### src/rtl/dffram512x32_arbiter_2p.sv
// -----------------------------------------------------------------------------
// dffram512x32_arbiter_2p
//
// Shares one single-port DFFRAM512x32 macro between two word-level requesters.
// At most one access is granted per cycle. Read data comes back to the issuing
// port one cycle after its grant, which matches the macro's read latency.
//
// Optional feature macro: DFFRAM_ARB_FIXED_PRIO_EN
//   defined   : port 0 always wins when both ports request (port 1 may starve)
//   undefined : round-robin between the two ports (default)
//
// Ports
//   CLK        in   clock; also drives the macro clock
//   RST        in   synchronous reset, active-high
//   rN_req     in   port N request; command fields held stable until rN_gnt
//   rN_we      in   port N byte write enables (all zero = read)
//   rN_addr    in   port N word address
//   rN_wdata   in   port N write data
//   rN_gnt     out  port N command accepted this cycle (combinational)
//   rN_rvalid  out  port N read data valid (one-cycle pulse)
//   rN_rdata   out  port N read data, held until the next port N read returns
//   ram_en     out  macro EN0
//   ram_we     out  macro WE0
//   ram_addr   out  macro A0
//   ram_wdata  out  macro Di0
//   ram_rdata  in   macro Do0
// -----------------------------------------------------------------------------
module dffram512x32_arbiter_2p #(
    parameter int AW = 9,
    parameter int DW = 32
) (
    input  logic              CLK,
    input  logic              RST,

    input  logic              r0_req,
    input  logic [DW/8-1:0]   r0_we,
    input  logic [AW-1:0]     r0_addr,
    input  logic [DW-1:0]     r0_wdata,
    output logic              r0_gnt,
    output logic              r0_rvalid,
    output logic [DW-1:0]     r0_rdata,

    input  logic              r1_req,
    input  logic [DW/8-1:0]   r1_we,
    input  logic [AW-1:0]     r1_addr,
    input  logic [DW-1:0]     r1_wdata,
    output logic              r1_gnt,
    output logic              r1_rvalid,
    output logic [DW-1:0]     r1_rdata,

    output logic              ram_en,
    output logic [DW/8-1:0]   ram_we,
    output logic [AW-1:0]     ram_addr,
    output logic [DW-1:0]     ram_wdata,
    input  logic [DW-1:0]     ram_rdata
);

    localparam int NB = DW / 8;

    // Per-port views so the per-port logic can be generated.
    logic [1:0]          req;
    logic [NB-1:0]       we_a    [2];
    logic [AW-1:0]       addr_a  [2];
    logic [DW-1:0]       wdata_a [2];
    logic [1:0]          gnt;
    logic [1:0]          rvalid;
    logic [DW-1:0]       rdata   [2];
    logic [DW-1:0]       rdata_reg [2];

    assign req        = {r1_req, r0_req};
    assign we_a[0]    = r0_we;
    assign we_a[1]    = r1_we;
    assign addr_a[0]  = r0_addr;
    assign addr_a[1]  = r1_addr;
    assign wdata_a[0] = r0_wdata;
    assign wdata_a[1] = r1_wdata;

    // Read-return tracking: one read can be in flight at a time because the
    // macro accepts one access per cycle with one cycle of latency.
    logic rd_pend_reg, rd_pend_next;
    logic rd_id_reg,   rd_id_next;

`ifndef DFFRAM_ARB_FIXED_PRIO_EN
    // Port that won the most recent grant; resets to 1 so port 0 wins the
    // first tie.
    logic last_gnt_reg, last_gnt_next;
`endif

    // ------------------------------------------------------------------
    // Arbitration. Grants are suppressed while reset is asserted so that
    // nothing reaches the macro during reset.
    // ------------------------------------------------------------------
    always_comb begin
        gnt = 2'b00;
        if (!RST) begin
`ifdef DFFRAM_ARB_FIXED_PRIO_EN
            if (req[0]) begin
                gnt[0] = 1'b1;
            end else if (req[1]) begin
                gnt[1] = 1'b1;
            end
`else
            if (req[0] && req[1]) begin
                // Tie: the port that did not win last time goes now.
                if (last_gnt_reg) begin
                    gnt[0] = 1'b1;
                end else begin
                    gnt[1] = 1'b1;
                end
            end else begin
                gnt = req;
            end
`endif
        end
    end

    // Command mux towards the macro; idle cycles drive zeros.
    always_comb begin
        ram_en    = 1'b0;
        ram_we    = '0;
        ram_addr  = '0;
        ram_wdata = '0;
        if (gnt[1]) begin
            ram_en    = 1'b1;
            ram_we    = we_a[1];
            ram_addr  = addr_a[1];
            ram_wdata = wdata_a[1];
        end else if (gnt[0]) begin
            ram_en    = 1'b1;
            ram_we    = we_a[0];
            ram_addr  = addr_a[0];
            ram_wdata = wdata_a[0];
        end
    end

    always_comb begin
        rd_pend_next = ram_en && (ram_we == '0);
        rd_id_next   = rd_id_reg;
        if (ram_en) begin
            rd_id_next = gnt[1];
        end
    end

`ifndef DFFRAM_ARB_FIXED_PRIO_EN
    always_comb begin
        last_gnt_next = last_gnt_reg;
        if (ram_en) begin
            last_gnt_next = gnt[1];
        end
    end

    always_ff @(posedge CLK) begin
        if (RST) begin
            last_gnt_reg <= 1'b1;
        end else begin
            last_gnt_reg <= last_gnt_next;
        end
    end
`endif

    always_ff @(posedge CLK) begin
        if (RST) begin
            rd_pend_reg <= 1'b0;
            rd_id_reg   <= 1'b0;
        end else begin
            rd_pend_reg <= rd_pend_next;
            rd_id_reg   <= rd_id_next;
        end
    end

    // ------------------------------------------------------------------
    // Per-port read return. The macro output is valid in the cycle after
    // the grant, so rdata is passed straight through during the rvalid
    // cycle and captured so it stays stable afterwards. Reset masks an
    // in-flight return.
    // ------------------------------------------------------------------
    generate
        for (genvar gi = 0; gi < 2; gi++) begin : g_port
            assign rvalid[gi] = rd_pend_reg && (rd_id_reg == 1'(gi)) && !RST;
            assign rdata[gi]  = rvalid[gi] ? ram_rdata : rdata_reg[gi];

            always_ff @(posedge CLK) begin
                if (RST) begin
                    rdata_reg[gi] <= '0;
                end else if (rvalid[gi]) begin
                    rdata_reg[gi] <= ram_rdata;
                end
            end
        end
    endgenerate

    assign r0_gnt    = gnt[0];
    assign r1_gnt    = gnt[1];
    assign r0_rvalid = rvalid[0];
    assign r1_rvalid = rvalid[1];
    assign r0_rdata  = rdata[0];
    assign r1_rdata  = rdata[1];

endmodule

### config.mk
export PLATFORM = sky130hd
export DESIGN_NAME = dffram512x32_arbiter_2p
export DESIGN_NICKNAME = d
export VERILOG_FILES = /design/src/rtl/dffram512x32_arbiter_2p.sv
export SDC_FILE = /design/constraint.sdc
export NUM_CORES = 1
export LEC_CHECK = 0
export ABC_AREA = 1
export BUFFER_PORTS_ARGS = -buffer_cell sky130_fd_sc_hd__buf_2
export CAP_MARGIN = 20
export CORE_AREA = 2 2 96 98
export DETAILED_ROUTE_END_ITERATION = 8
export DIE_AREA = 0 0 98 100
export HOLD_SLACK_MARGIN = 0.03
export PLACE_DENSITY = 0.75
export SLEW_MARGIN = 20
export SYNTH_ARGS = -nofsm -noshare
export SYNTH_HDL_FRONTEND = slang
export SYNTH_SLANG_ARGS = --single-unit
export TNS_END_PERCENT = 5
### constraint.sdc
create_clock -name CLK -period 3.75 [get_ports CLK]
set_clock_uncertainty 0.2 [all_clocks]
set_input_delay 0.375 -clock CLK [delete_from_list [all_inputs] [get_ports CLK]]
set_output_delay 0.375 -clock CLK [all_outputs]
set_load 0.02 [all_outputs]
Word level (Yosys, flattened, before mapping). Memories as Yosys holds them, arrays and structs flattened. Index checks and enable logic that the tools add are counted.

Mux-type cells: 24. Bitwise logic cells: 3. Reductions and logical operators: 8.

Operators by type and width (count): 32-bit 2-to-1 mux (6); 9-bit 2-to-1 mux (2); 1-bit 2-to-1 mux (12); 4-bit 2-to-1 mux (2); 1-bit logical AND (6); 4-bit zero test (1); 2-bit 2-to-1 mux (2); 1-bit OR (2); 1-bit zero test (1); 1-bit inverter (1).

Bits in registers: 3. Bits in writable memories: 64. Output and inout port bits: 114. Word-level logic and storage cells: 39. Memories: 1.

Memory list: rdata_reg (words 2, bits a word 32, rd ports 2, clocked after memory_dff 0, write ports 2, line 68) `logic [DW-1:0] rdata_reg [2];`.

Longest topological paths before layout.
Word-level depth: 7. Gate-level depth with buffers: 7.

Least setup slack after synthesis. Ideal clock, no wire load.

Path type: reg2reg. From: register rd_id_reg. To: memory rdata_reg[1][0], enable pin. Setup time: 0.466 ns. Arrival: 2.713 ns. Data required time: 3.084 ns. Path slack: 0.372 ns. Stages on the path, launching flop included: 3. Path buffers: 0. Cell sequence: dfxtp_1 inv_1 o21ai_0.

RTL lines: start: declaration (line 81) `logic rd_id_reg, rd_id_next;`; start signal: assignment (line 167) `rd_id_reg <= rd_id_next;`; end: declaration (line 68).

Worst setup path in the final report.
From: register last_gnt_reg. To: output ram_addr[4].

Longest elaborated chain between the ends: 5.

RTL lines: start: declaration (line 86) `logic last_gnt_reg, last_gnt_next;`; start signal: assignment (line 156) `last_gnt_reg <= last_gnt_next;`; 1-bit 2-to-1 mux (line 105) `if (last_gnt_reg) begin`; 2-bit 2-to-1 mux * (line 103) `if (req[0] && req[1]) begin`; 2-bit 2-to-1 mux * (line 95) `if (!RST) begin`; 9-bit 2-to-1 mux (line 128) `end else if (gnt[0]) begin`; 9-bit 2-to-1 mux * (line 123) `if (gnt[1]) begin`; end: declaration (line 53) `output logic [AW-1:0] ram_addr,`.

Mark *: on every way between the ends. The rest lies on a longest branch, timed or not.

==> results.cfg <==
[synthesis]
ys_seq_elements = 67
ys_warn_count = 0
synth_cell_types = 19
ys_seq_area_share_pct = 54.8
syn-cell-area_mm2 = 0.00362
synth_fp_nets = 525
avgSynthCellArea_um2 = 9.07
syn_inst = 399

[layout]
final_common_cell = buf_2
fill_cells = 867
final_cell_mix = buf_2 (239), nand2_1 (69), o21ai_0 (66), nor2_1 (66), edfxtp_1 (64)
final_nets = 751
largest_reg_flops = 64
multi_input_area_mm2 = 0.00134
seqCellArea_mm2 = 0.00198
drive_above_1_share_pct = 42.4
area_growth_pct = 42.5
diodes = 0

[power]
seq_power_share_pct = 42.4
power_frac_comb_pct = 23.0
leakage_uw = 0.00275
power.internal_uw = 1480
ir_worst_vdd_mv = 0.310
power.clock.fraction_pct = 34.5
switching_share_pct = 29.0
power_switching_uw = 605
p_per_area_mw_per_mm2 = 405
power_uw = 2090

[timing]
rsz0062_at_grt = no
finalSetupTns_ps = 0
timing.final.crit_share_pct = 71.7
slew_viol_final = 0
relSlewSlack_pct = 55.1
worst_slew_pin_slew_ps = 671
max_freq_mhz = 372
setup_violations = 0
period_needed_ps = 2690
final_hold_viol_count = 0

[clock_network]
cts_resized = 0
cts_made_buffers = 9
clockBufferDepth = 2
ctsHoldBuffers = 0
cts-root-buf = clkbuf_8
htree_levels = 3
post_cts_buffers = 0
clk_pin_slew_ps = 70
cts.sinks = 67
cts_tree = built
insertion_delay_ps = 330

[critical_path]
r2r_slack_ps = 1870
reg2regPathDepth = 3
path_class = register to primary output
endpoint_kind = primary output
crit_chain = nand2_1, nand3_1, inv_2, a22o_1, buf_2
cp.arrival_ps = 2110
slowest_delay_ps = 530
cp-start-kind = register
crit_start = last_gnt_reg$_SDFFE_PP1P_
critPathMaxFanout = 42
worstPathRequired_ps = 3170
reg2reg_to = rdata_reg[1][27]$_SDFFCE_PN0P_
path_buf_inv = 2
cp_top_family = buffers and inverters
crit_cells = 5
endpoint = ram_addr[4]
slowest_stage = inv_2
regToRegStartpoint = rd_id_reg$_SDFFE_PP0P_

[floorplanning]
initial_core_util_pct = 40.7
coreArea_mm2 = 0.00889
core.rowCount = 35
fp.dieW_um = 98
io_pins = 240
die_h_um = 100
dieArea_mm2 = 0.00980

[detailed_routing]
vias = 3696
first_iter_violations = 172
antenna_left = 0
drc = 0
wl_per_cell_um = 15.9
avgViaCountPerCell = 4.99
drt-total-wl_um = 11800
drtPass1Iterations = 4

[outcome]
status = finished, final reports clean

[grt]
antenna_found_initial = 1
grt_max_degree = 98
grt_pass1_wl_um = 17400
overflow = 0
grt_usage_pct = 23.0
grt_pass1_vias = 3399

[hold_path]
hp-class = primary input to register

[placement]
io_buffers = 239
place_congestion = 0.950
hpwl_um = 8950

[run]
drv_cap = 0
-- metrics by stage --
stage                     instance area (µm²)  setup WS (ps)  utilization [%]  hold slack [ps]  cells
after floorplan                          3620            372                -              278    399
after global placement                   4860           1210             54.7              302    723
after detailed placement                 4860           1130             54.7              317    723
after CTS                                5100           1050             57.4             58.3    739
after global routing                     5150            915             58.0             67.1    741
final                                    5150           1060             58.0             70.8    741
-- synthesized netlist by cell type --
| master | count | area [µm²] |
|---|---|---|
| a22o_1 | 41 | 359 |
| and2_4 | 1 | 8.76 |
| buf_2 | 12 | 60.1 |
| buf_6 | 5 | 56.3 |
| clkbuf_1 | 12 | 45.0 |
| dfxtp_1 | 3 | 60.1 |
| edfxtp_1 | 64 | 1920 |
| inv_1 | 41 | 154 |
| inv_2 | 2 | 7.51 |
| nand2_1 | 69 | 259 |
| nand2_2 | 1 | 6.26 |
| nand3_1 | 5 | 25.0 |
| nand3_2 | 2 | 20.0 |
| nand4_1 | 4 | 25.0 |
| nor2_1 | 66 | 248 |
| nor2_2 | 1 | 6.26 |
| o211ai_1 | 1 | 7.51 |
| o21ai_0 | 68 | 340 |
| o31ai_1 | 1 | 7.51 |
-- logic make-up (layout without fill, tap and decap cells) --
logic type	Yosys count	count (layout)	synth area share, %
AND/OR/NAND/NOR	149	149	16.5
flip-flops	67	67	54.8
AO/OA/AOI/OAI	111	111	19.8
buffers and inverters	72	303	8.92
-- layout make-up --
| class | instances | share of cell area (%) |
|---|---|---|
| clock buffers | 9 | 2.40 |
| clock inverters | 7 | 2.23 |
| inverters | 43 | 3.13 |
| multi-input cells | 260 | 25.9 |
| flip-flops and latches | 67 | 38.4 |
| well taps | 111 | 2.69 |
| repair buffers | 244 | 25.2 |
-- worst reg2reg max path, stage by stage, from the launching register on --
cell and delay (ps):
dfxtp_1 430, inv_1 140, o21ai_4 580, buf_16 240
-- power groups by stage --
stage               Combinational (µW)  Clock (µW)  Sequential, µW
floorplan                          274           0             902
global placement                   466           0             903
detailed placement                 471           0             904
CTS                                473         733             888
global route                       520         761             892
finish                             481         722             887
-- metal layers --
| metal | routed length (µm) | share of wire (%) | global-route usage (%) |
|---|---|---|---|
| met5 | 10 | 0.085 | 0 |
| met4 | 256 | 2.2 | 7.16 |
| met3 | 1180 | 10 | 6.48 |
| met2 | 5510 | 47 | 36.1 |
| met1 | 4860 | 41 | 31.1 |
-- worst min path at each step --
stage,from,end,slack (ps),depth (start not counted)
after floorplan,RST,rd_id_reg$_SDFFE_PP0P_,280,1
after global placement,last_gnt_reg$_SDFFE_PP1P_,last_gnt_reg$_SDFFE_PP1P_,300,2
after detailed placement,last_gnt_reg$_SDFFE_PP1P_,last_gnt_reg$_SDFFE_PP1P_,320,2
after CTS,RST,rd_id_reg$_SDFFE_PP0P_,60,2
after global routing,RST,rd_id_reg$_SDFFE_PP0P_,70,2
final,RST,rd_id_reg$_SDFFE_PP0P_,70,2
No activity file was read; power rests on OpenSTA's default activity.
